## src/rtl/pipe_stall_ctrl.sv

```systemverilog
// pipe_stall_ctrl: 5-stage pipeline stall/flush sequencer; define PIPE_STALL_PERF_EN for stall/flush cycle counters
module pipe_stall_ctrl #(
  parameter int FLUSH_CYCLES = 1,
  parameter int MEM_TIMEOUT  = 15,
  parameter int CNT_WIDTH    = 16
) (
  input  logic                 clk,
  input  logic                 rst,
  input  logic                 hazard_detected,
  input  logic                 branch_taken,
  input  logic                 mem_access_MEM,
  input  logic                 mem_ready,
  input  logic                 perf_clr,
  output logic                 mem_req,
  output logic                 freeze_PC,
  output logic                 freeze_IF_ID,
  output logic                 freeze_ID_EXE,
  output logic                 freeze_EXE_MEM,
  output logic                 flush_IF_ID,
  output logic                 flush_ID_EXE,
  output logic                 bubble_MEM_WB,
  output logic                 pc_sel,
  output logic                 mem_timeout,
  output logic [CNT_WIDTH-1:0] stall_cycles,
  output logic [CNT_WIDTH-1:0] flush_cycles
);
  typedef enum logic [1:0] {RUN, FLUSH, MEM_WAIT} state_t;
  localparam logic [2:0] FLUSH_INIT = 3'(FLUSH_CYCLES - 1);
  localparam logic [7:0] TIMEOUT    = 8'(MEM_TIMEOUT);
  state_t     r_state, w_state_nxt;
  logic [2:0] r_flush_cnt, w_flush_cnt_nxt;
  logic [7:0] r_wait_cnt, w_wait_cnt_nxt;
  logic       r_mem_timeout, w_mem_timeout_nxt;
  logic       w_mem_stall;
  assign w_mem_stall = mem_access_MEM & ~mem_ready;
  assign mem_timeout = r_mem_timeout;
  // state and sequencing counters
  always_ff @(posedge clk or negedge rst) begin
    if (!rst) begin
      r_state       <= RUN;
      r_flush_cnt   <= '0;
      r_wait_cnt    <= '0;
      r_mem_timeout <= 1'b0;
    end else begin
      r_state       <= w_state_nxt;
      r_flush_cnt   <= w_flush_cnt_nxt;
      r_wait_cnt    <= w_wait_cnt_nxt;
      r_mem_timeout <= w_mem_timeout_nxt;
    end
  end
  // next state and Mealy strobes; reset forces NOPs into the pipe without waiting for a clock
  always_comb begin
    w_state_nxt       = r_state;
    w_flush_cnt_nxt   = r_flush_cnt;
    w_wait_cnt_nxt    = r_wait_cnt;
    w_mem_timeout_nxt = 1'b0;
    mem_req           = 1'b0;
    freeze_PC         = 1'b0;
    freeze_IF_ID      = 1'b0;
    freeze_ID_EXE     = 1'b0;
    freeze_EXE_MEM    = 1'b0;
    flush_IF_ID       = 1'b0;
    flush_ID_EXE      = 1'b0;
    bubble_MEM_WB     = 1'b0;
    pc_sel            = 1'b0;
    if (!rst) begin
      flush_IF_ID   = 1'b1;
      flush_ID_EXE  = 1'b1;
      bubble_MEM_WB = 1'b1;
    end else begin
      case (r_state)
        RUN: begin
          mem_req = mem_access_MEM;
          if (w_mem_stall) begin
            {freeze_PC, freeze_IF_ID, freeze_ID_EXE, freeze_EXE_MEM, bubble_MEM_WB} = '1;
            w_wait_cnt_nxt = 8'd1;
            w_state_nxt    = MEM_WAIT;
          end else if (branch_taken) begin
            pc_sel       = 1'b1;
            flush_IF_ID  = 1'b1;
            flush_ID_EXE = 1'b1;
            if (FLUSH_CYCLES > 1) begin
              w_flush_cnt_nxt = FLUSH_INIT;
              w_state_nxt     = FLUSH;
            end
          end else if (hazard_detected) begin
            freeze_PC    = 1'b1;
            freeze_IF_ID = 1'b1;
            flush_ID_EXE = 1'b1;
          end
        end
        FLUSH: begin
          mem_req      = mem_access_MEM;
          flush_IF_ID  = 1'b1;
          flush_ID_EXE = 1'b1;
          if (w_mem_stall) begin
            {freeze_PC, freeze_IF_ID, freeze_ID_EXE, freeze_EXE_MEM, bubble_MEM_WB} = '1;
          end else begin
            w_flush_cnt_nxt = r_flush_cnt - 3'd1;
            w_state_nxt     = (r_flush_cnt == 3'd1) ? RUN : FLUSH;
          end
        end
        MEM_WAIT: begin
          mem_req = mem_access_MEM;
          if (!mem_access_MEM || mem_ready) begin
            w_state_nxt = RUN;
          end else begin
            {freeze_PC, freeze_IF_ID, freeze_ID_EXE, freeze_EXE_MEM, bubble_MEM_WB} = '1;
            if (r_wait_cnt == TIMEOUT) begin
              w_mem_timeout_nxt = 1'b1;
              w_state_nxt       = RUN;
            end else begin
              w_wait_cnt_nxt = r_wait_cnt + 8'd1;
            end
          end
        end
        default: w_state_nxt = RUN;
      endcase
    end
  end
`ifdef PIPE_STALL_PERF_EN
  logic [CNT_WIDTH-1:0] r_stall_cycles, r_flush_cycles;
  assign stall_cycles = r_stall_cycles;
  assign flush_cycles = r_flush_cycles;
  // saturating stall/flush cycle counters, clear beats increment
  always_ff @(posedge clk or negedge rst) begin
    if (!rst) begin
      r_stall_cycles <= '0;
      r_flush_cycles <= '0;
    end else if (perf_clr) begin
      r_stall_cycles <= '0;
      r_flush_cycles <= '0;
    end else begin
      if (freeze_PC && !(&r_stall_cycles)) r_stall_cycles <= r_stall_cycles + 1'b1;
      if (flush_IF_ID && !(&r_flush_cycles)) r_flush_cycles <= r_flush_cycles + 1'b1;
    end
  end
`else
  logic w_unused_perf_clr;
  assign w_unused_perf_clr = perf_clr;
  assign stall_cycles = '0;
  assign flush_cycles = '0;
`endif
endmodule

```

## config.mk

```make
export PLATFORM = sky130hd
export DESIGN_NAME = pipe_stall_ctrl
export DESIGN_NICKNAME = d
export VERILOG_FILES = /design/src/rtl/pipe_stall_ctrl.sv
export SDC_FILE = /design/constraint.sdc
export NUM_CORES = 1
export LEC_CHECK = 0
export ABC_AREA = 1
export CAP_MARGIN = 20
export CORE_UTILIZATION = 45
export CTS_CLUSTER_SIZE = 8
export DETAILED_ROUTE_END_ITERATION = 10
export GPL_TIMING_DRIVEN = 0
export PLACE_DENSITY = 0.83
export SETUP_SLACK_MARGIN = 0.4
export SYNTH_ARGS = -nofsm -noshare
export SYNTH_HDL_FRONTEND = slang
export SYNTH_SLANG_ARGS = --single-unit
```

## constraint.sdc

```tcl
create_clock -name clk -period 4 [get_ports clk]
set_input_delay 0.8 -clock clk [delete_from_list [all_inputs] [get_ports clk]]
set_output_delay 0.8 -clock clk [all_outputs]
set_load 0.005 [all_outputs]
```

# ---- Word-level counts from Yosys, hierarchy flattened
# Index checks and enable logic that the tools add are counted.
dict set report classes {
  eq_ne 9
  n_mux 36
  bitwise 3
  reduce_logical 9
  n_addsub 2
}
# op count
set ops {}
lappend ops {{$mux W8} 3}
lappend ops {{$mux W1} 23}
lappend ops {{$pmux W8 S2} 1}
lappend ops {{$add A8 B1 Y8 const B} 1}
lappend ops {{$eq A8 B4 Y1 const B} 1}
lappend ops {{$mux W2} 4}
lappend ops {{$ne A2 B2 Y1 const B} 4}
lappend ops {{$pmux W1 S2} 3}
lappend ops {{$pmux W2 S3} 1}
lappend ops {{$reduce_and A5 Y1} 1}
lappend ops {{$reduce_and A4 Y1} 1}
lappend ops {{$eq A3 B1 Y1 const B} 1}
lappend ops {{$ne A3 B3 Y1 const B} 1}
lappend ops {{$pmux W1 S3} 1}
lappend ops {{$reduce_and A3 Y1} 1}
lappend ops {{$reduce_or A3 Y1} 1}
lappend ops {{$sub A3 B1 Y3 const B} 1}
lappend ops {{$eq A2 B1 Y1 const B} 1}
lappend ops {{$eq A2 B2 Y1 const B} 1}
lappend ops {{$logic_not A2 Y1} 1}
lappend ops {{$not A1 Y1} 2}
lappend ops {{$reduce_bool A2 Y1} 1}
lappend ops {{$reduce_or A2 Y1} 1}
lappend ops {{$and A1 B1 Y1} 1}
lappend ops {{other kinds (2)} 2}
dict set report word_totals {
  out_inout_bits 42
  reg_bits 14
  word_cells 63
}

# ---- Depth between registers and ports, before layout
# Gate-level depths: netlist (run 1).
dict set report depth {
  depth_word 5
  mapped_depth 9
  ltp_nobuf 9
}

# ---- Worst setup path before layout (run 1)
# Ideal clock, no wire load.
dict set report synth_timing {
  path_kind {input port to output port}
  start {in mem_ready}
  end {out freeze_PC}
  path_slack_ps 1639
  required_time_ps 3200
  cell_stages 6
  arrival_ps 1561
  path_cell_list {inv_1 -> nand2_2 -> inv_1 -> o21ai_0 -> a21oi_1 -> buf_4}
}
dict set report synth_between {
  elab_chain_len 5
  word_cells_on_any_way 8
  classes_between {mux (5); bitwise (2); reduce/logical (1)}
}
# element line
set synth_rtl {}
lappend synth_rtl {{start: declaration} 12} ;# input logic mem_ready,
lappend synth_rtl {{$not A1 Y1} 35} ;# assign w_mem_stall = mem_access_MEM & ~mem_ready;
lappend synth_rtl {{$and A1 B1 Y1} 35}
lappend synth_rtl {{$mux W1, on equally long branches} n/a}
lappend synth_rtl {{$pmux W1 S3 *} n/a}
lappend synth_rtl {{$mux W1 *} n/a}
lappend synth_rtl {{end: declaration} 15} ;# output logic freeze_PC,
# Mark *: on every way between the ends. The rest lies on a longest branch, timed or not.

# ---- Worst setup path in the final report (run 1)
dict set report layout_timing {
  start {in mem_access_MEM}
  end {out freeze_PC}
}
dict set report layout_between {
  elab_chain_len 5
  word_cells_on_any_way 8
  classes_between {mux (5); bitwise (1); reduce/logical (2)}
}
# element line
set layout_rtl {}
lappend layout_rtl {{start: declaration} 11} ;# input logic mem_access_MEM,
lappend layout_rtl {{$logic_not A1 Y1} 105} ;# if (!mem_access_MEM || mem_ready) begin
lappend layout_rtl {{$logic_or A1 B1 Y1} 105}
lappend layout_rtl {{$mux W1} 105}
lappend layout_rtl {{$pmux W1 S3 *} 71} ;# case (r_state)
lappend layout_rtl {{$mux W1 *} 66} ;# if (!rst) begin
# Marked as above.

==> impl_metrics.py, run 1 <==
metrics = {
    "clock_tree": {
        "clk_pin_slew_worst_paths_ns": 0.09,
        "clock_latency_ns": 0.29,
        "cts_tree": "built",
        "numCtsBuffers": 3,
        "cts.htree.levels": 1,
        "cts_buffer_depth": 2,
        "cts_root_buf": "clkbuf_4",
        "clkSinkCount": 14,
    },
    "logic_synthesis": {
        "synth_compound_area_frac": 0.0365,
        "synth_xor_area_frac": 0.0219,
        "yosys_warnings": 0,
        "synth-adder-area-share": 0.0313,
        "synth-seq-area-share": 0.292,
        "synth_common_cells": "42 x nand2_1, 34 x buf_4, 15 x inv_1",
        "postSynth.asyncResetShare": 1.00,
        "synth_area_um2": 1200,
        "ys_seq_elements": 14,
        "synth_edf_count": 0,
        "yosysTopAreaCell": "dfrtp_1",
        "ys.flop_type": "dfrtp_1",
        "synth_top_family_by_area": "simple AND/OR/NAND/NOR gates",
        "synth_mux_area_frac": 0,
        "yosysMostFrequentCell": "nand2_1",
        "synth-simple-area-share": 0.347,
        "synthCells": 165,
        "synth.avg_cell_area_um2": 7.28,
        "synth_top_area_frac": 0.292,
        "synthTopCellsByArea": "dfrtp_1 29%, buf_4 21%, nand2_1 13%",
        "synthDistinctLibCells": 23,
    },
    "run": {
        "drv_cap": 0,
    },
    "cells_and_area": {
        "final_core_util": 0.615,
        "fin_nets": 226,
        "area_growth_pct": 27.9,
        "nFillCells": 231,
        "drive_gt1_frac": 0.237,
        "n_antenna_cell": 0,
        "stdcell_area_um2": 1540,
    },
    "worst_setup_path": {
        "rrSetupSlack_ns": 2.65,
        "endpoint_kind": "primary output",
        "cp.required_ns": 3.20,
        "crit_fanout": 6,
        "r2r_cells": 8,
        "r2r_end": "r_state[0]",
        "crit_path_start_kind": "input port",
        "rr_startpoint": "r_wait_cnt[0]",
        "path_class": "input port to primary output",
        "crit_arrival_ns": 2.56,
    },
    "timing": {
        "finalClockSkew_ns": 0.00433,
        "rsz0062_at_grt": "false",
        "fin_crit_sh": 0.841,
        "fmax_ghz": 0.297,
        "setup_viol": 0,
        "period_needed_ns": 3.36,
        "drv_slew": 0,
        "finalHoldViolations": 0,
        "tns_ns": 0,
    },
    "route": {
        "vias_per_cell": 4.09,
        "post-route-drc-count": 0,
        "drt_pre_antenna_iters": 4,
        "dr_total_vias": 1002,
        "ant_nets": 0,
        "wl_per_cell_um": 8.41,
        "wl_um": 2060,
        "drtIter0Drc": 20,
    },
    "floorplan": {
        "die_w_um": 53.7,
        "die_h_um": 53.7,
        "start_util": 0.480,
        "die-area_um2": 2880,
        "core.rowCount": 18,
        "io_pins": 49,
        "core_um2": 2500,
    },
    "global_route": {
        "grt_max_degree": 21,
        "grt-ovfl-total": 0,
        "antenna_found_initial": 0,
        "grt_pass1_wl_um": 3380,
        "grtUsageTotal": 0.165,
        "grt_pass1_vias": 821,
    },
    "worst_hold_path": {
        "hp-class": "input port to async pin",
    },
    "place": {
        "placed_cell_area_um2": 1510,
        "finalWeightedCongestion": 0.834,
        "portBuffers": 15,
        "place_hpwl_um": 1650,
    },
    "power": {
        "power_mw": 0.490,
        "cellPowerDensity_nw_per_um2": 319,
        "power.leakage_nw": 0.888,
        "vdd_drop_max_v": 0.000209,
    },
    "status": {
        "outcome": "complete, no violations",
    },
}
[sequential cells by signal (all words and copies together) (netlist names)]
register / flops
r_wait_cnt: 8
r_flush_cnt: 3
mem_timeout: 1
r_state: 2
[how the worst max path moves through the flow]
stage | start | to | slack [ns] | cells past startpoint
final | mem_access_MEM | freeze_PC | 0.64 | 7
after global routing | mem_access_MEM | freeze_PC | 0.52 | 7
after CTS | rst | flush_ID_EXE | 0.46 | 6
after detailed placement | rst | flush_ID_EXE | 0.19 | 6
after global placement | rst | flush_ID_EXE | 0.21 | 6
after floorplan | mem_ready | freeze_PC | 1.64 | 6
[critical path, stage by stage]
cell and delay (ns):
clkdlybuf4s50_1 0.49, nand2_2 0.12, inv_1 0.16, o21ai_0 0.17, a21oi_1 0.20, buf_4 0.13
clkdlybuf4s50_1 0.48
[kinds of logic (layout without fill, tap and decap cells)]
kind of cell | Yosys count | in the layout
buffers and inverters | 52 | 71
adders and majority gates | 3 | 3
other | 1 | 32
xor gates and xnor gates | 3 | 3
and+or+nand+nor | 84 | 84
DFF | 14 | 14
AOI/OAI and AO/OA | 8 | 8
[power breakdown]
group	switching (mW)	internal, mW
clock network	0.0500	0.0556
logic	0.0968	0.0892
registers	0.0291	0.169
[layer usage]
metal,track usage,vias up,routed length [µm]
li1,-,551,-
met1,0.201,414,909
met2,0.274,31,959
met3,0.0282,6,136
met4,0.0921,0,55
met5,0,-,0
[cell usage in the layout (no fill, tap or decap)]
cell type and n:
a21oi_1 2, a31o_2 1, buf_4 34, clkbuf_2 1, clkbuf_4 3, clkbuf_8 1, clkdlybuf4s50_1 14, clkinv_1 1
conb_1 32, dfrtp_1 14, ha_1 3, inv_1 15, inv_2 2, nand2_1 42, nand2_2 2, nand2_4 2
nand3_1 13, nand3b_1 2, nand4_1 4, nor2_1 13, nor2_4 4, nor2_8 1, nor3_1 1, o21ai_0 4
o21ai_1 1, xnor2_1 1, xor2_1 2
[repair_timing]
item | in CTS | in global routing
setup buffers | 0 | 0
pin swaps | 0 | 0
gates resized for setup | 1 | 2
hold buffers | 0 | 0
setup endpoints to repair | 8 | 3
[layout make-up]
| class | instances | area (µm²) | area share |
|---|---|---|---|
| plain buffers | 34 | 255 | 0.166 |
| flip-flops and latches | 14 | 350 | 0.228 |
| repair buffers | 15 | 145 | 0.0945 |
| well taps | 30 | 37.5 | 0.0244 |
| clock buffers | 4 | 36.3 | 0.0236 |
| inverters | 18 | 67.6 | 0.0440 |
| multi-input cells | 130 | 644 | 0.419 |
[per-stage QoR]
stage	setup slack, ns	instances	hold WS [ns]
finish	0.637	245	0.433
global route	0.519	245	0.465
CTS	0.461	245	0.478
detailed placement	0.194	241	0.462
global placement	0.210	241	0.458
floorplan	1.64	196	0.440
Power figures use the tool's default switching activity.
==> run 2: changes to the inputs <==
--- a/config.mk
+++ b/config.mk
@@ -7,11 +7,11 @@
 export LEC_CHECK = 0
 export ABC_AREA = 1
 export CAP_MARGIN = 20
-export CORE_UTILIZATION = 45
+export CORE_UTILIZATION = 39
 export CTS_CLUSTER_SIZE = 8
 export DETAILED_ROUTE_END_ITERATION = 10
 export GPL_TIMING_DRIVEN = 0
-export PLACE_DENSITY = 0.83
+export PLACE_DENSITY = 0.77
 export SETUP_SLACK_MARGIN = 0.4
 export SYNTH_ARGS = -nofsm -noshare
 export SYNTH_HDL_FRONTEND = slang
==> constraint.sdc (replaced) <==
create_clock -name clk -period 3 [get_ports clk]
set_input_delay 0.6 -clock clk [delete_from_list [all_inputs] [get_ports clk]]
set_output_delay 0.6 -clock clk [all_outputs]
set_load 0.005 [all_outputs]
==> impl_metrics.py, run 2 (same netlist as run 1, synthesis figures left out) <==
metrics = {
    "status": {
        "outcome": "finished, violations left",
        "failed_checks": "design-rule violations",
    },
    "worst_setup_path": {
        "worstPathCellList": "clkdlybuf4s50_1 -> inv_2 -> nand2_4 -> inv_2 -> o21ai_2 -> nor2_2 -> clkdlybuf4s50_1",
        "slowest_delay_ns": 0.50,
        "rr_startpoint": "r_wait_cnt[0]",
        "crit_path_start_kind": "input port",
        "rrSetupSlack_ns": 1.67,
        "critPathSlowestCell": "clkdlybuf4s50_1",
        "r2r_cells": 8,
        "endpoint_kind": "primary output",
        "cp.required_ns": 2.40,
        "crit_start": "mem_ready",
        "crit_fanout": 4,
        "crit_arrival_ns": 1.93,
        "path_class": "input port to primary output",
        "cp_num_buf_inv": 4,
        "r2r_end": "r_state[0]",
        "cp_top_family": "buffers and inverters",
    },
    "cells_and_area": {
        "layout_commonest_cell": "nand2_1",
        "fin_nets": 228,
        "final_cell_mix": "42 x nand2_1, 37 x buf_4, 32 x conb_1",
        "area_growth_pct": 30.8,
        "largest_register_ffs": 8,
        "nFillCells": 293,
        "reg_top3": "r_wait_cnt: 8 flops, r_flush_cnt: 3 flops, r_state: 2 flops",
        "n_antenna_cell": 0,
        "fin_cells": 248,
        "stdcell_area_um2": 1570,
        "drive_gt1_frac": 0.267,
        "top_register": "r_wait_cnt",
    },
    "clock_tree": {
        "postCtsHoldBufs": 0,
        "cts_tree": "built",
        "clock_latency_ns": 0.28,
        "clk_pin_slew_worst_paths_ns": 0.09,
        "cts.htree.levels": 1,
        "clkSinkCount": 14,
        "cts_buffer_depth": 2,
        "cts_root_buf": "clkbuf_4",
        "numCtsBuffers": 3,
    },
    "global_route": {
        "grt_pass1_wl_um": 3270,
        "grt_max_degree": 21,
        "antenna_found_initial": 0,
        "grt_pass1_vias": 776,
        "grtUsageTotal": 0.127,
        "grt-ovfl-total": 0,
    },
    "floorplan": {
        "io_pins": 49,
        "die_h_um": 57.5,
        "die-area_um2": 3310,
        "start_util": 0.425,
        "die_w_um": 57.5,
        "core.rowCount": 19,
        "core_um2": 2830,
    },
    "route": {
        "dr.max_layer_used": "met4",
        "wl_um": 2060,
        "post-route-drc-count": 7,
        "met2_length_um": 931,
        "drt_pre_antenna_iters": 7,
        "ant_nets": 0,
        "wl_per_cell_um": 8.31,
        "vias_per_cell": 4.07,
        "drtIter0Drc": 29,
        "met1_length_um": 972,
        "dr_total_vias": 1009,
        "wl_met3_um": 142,
    },
    "place": {
        "place_hpwl_um": 1590,
        "placed_cell_area_um2": 1510,
        "dp_cells": 242,
        "portBuffers": 15,
        "finalWeightedCongestion": 0.828,
    },
    "power": {
        "cellPowerDensity_nw_per_um2": 413,
        "vdd_drop_max_v": 0.000243,
        "power.leakage_nw": 0.928,
    },
    "timing": {
        "rsz0062_at_grt": "true",
        "fin_crit_sh": 0.843,
        "drv_slew": 0,
        "period_needed_ns": 2.53,
        "fmax_ghz": 0.396,
        "finalHoldViolations": 0,
        "setup_viol": 0,
        "finalClockSkew_ns": 0.00127,
    },
    "worst_hold_path": {
        "hp-class": "input port to async pin",
    },
    "run": {
        "drv_cap": 0,
    },
}
## run 2: changes by cell type in the layout (fill, tap and decap cells not counted), moves of 2 or more
cell and delta:
buf_4 +3, clkdlybuf4s50_1 -5, dlygate4sd2_1 +3, dlymetal6s2s_1 +2
inv_1 -2, inv_2 +2
## run 2: how the worst max path moves through the flow
| stage | to | slack (ns) | cells after the start |
|---|---|---|---|
| after global routing | freeze_EXE_MEM | 0.39 | 7 |
| after floorplan | freeze_PC | 1.04 | 6 |
| after detailed placement | flush_ID_EXE | -0.41 | 6 |
| final | freeze_EXE_MEM | 0.47 | 7 |
| after CTS | flush_ID_EXE | 0.45 | 7 |
| after global placement | flush_ID_EXE | -0.41 | 6 |
## run 2: power breakdown
group | internal (mW) | switching (mW) | leakage, nW | total (mW)
clock | 0.0738 | 0.0626 | 0.0210 | 0.136
combinational | 0.118 | 0.132 | 0.723 | 0.250
sequential | 0.225 | 0.0379 | 0.184 | 0.263
total | 0.417 | 0.232 | 0.928 | 0.649
## run 2: stage by stage
stage	worst slack, ns	power, mW	hold slack [ns]	util	TNS, ns
4_1_cts	0.446	0.655	0.171	0.553	0
5_1_grt	0.390	0.700	0.174	0.556	0
2_1_floorplan	1.04	0.442	0.304	-	0
6_report	0.472	0.649	0.173	0.556	0
3_3_place_gp	-0.406	0.507	0.459	0.533	-2.18
3_5_place_dp	-0.411	0.512	0.458	0.533	-2.24
## run 2: cell type report
type | instances | area, µm² | area share
clock buffer | 4 | 36.3 | 0.0231
tap | 31 | 38.8 | 0.0247
buffer | 34 | 255 | 0.162
inverter | 18 | 67.6 | 0.0430
sequential | 14 | 350 | 0.223
multi-input combinational | 130 | 659 | 0.420
timing repair buffer | 17 | 164 | 0.104
## run 2: per-layer routing
| metal | up-vias | GRT usage |
|---|---|---|
| met4 | 0 | 0.0697 |
| met2 | 33 | 0.199 |
| met5 | - | 0 |
| met1 | 420 | 0.167 |
| met3 | 2 | 0.0204 |
| li1 | 554 | - |
## run 2: what timing repair did
| action | 4_1_cts | 5_1_grt |
|---|---|---|
| pin swaps | 3 | 1 |
| setup buffers | 2 | 0 |
| setup endpoints to repair | 9 | 3 |
| resized for setup | 15 | 3 |
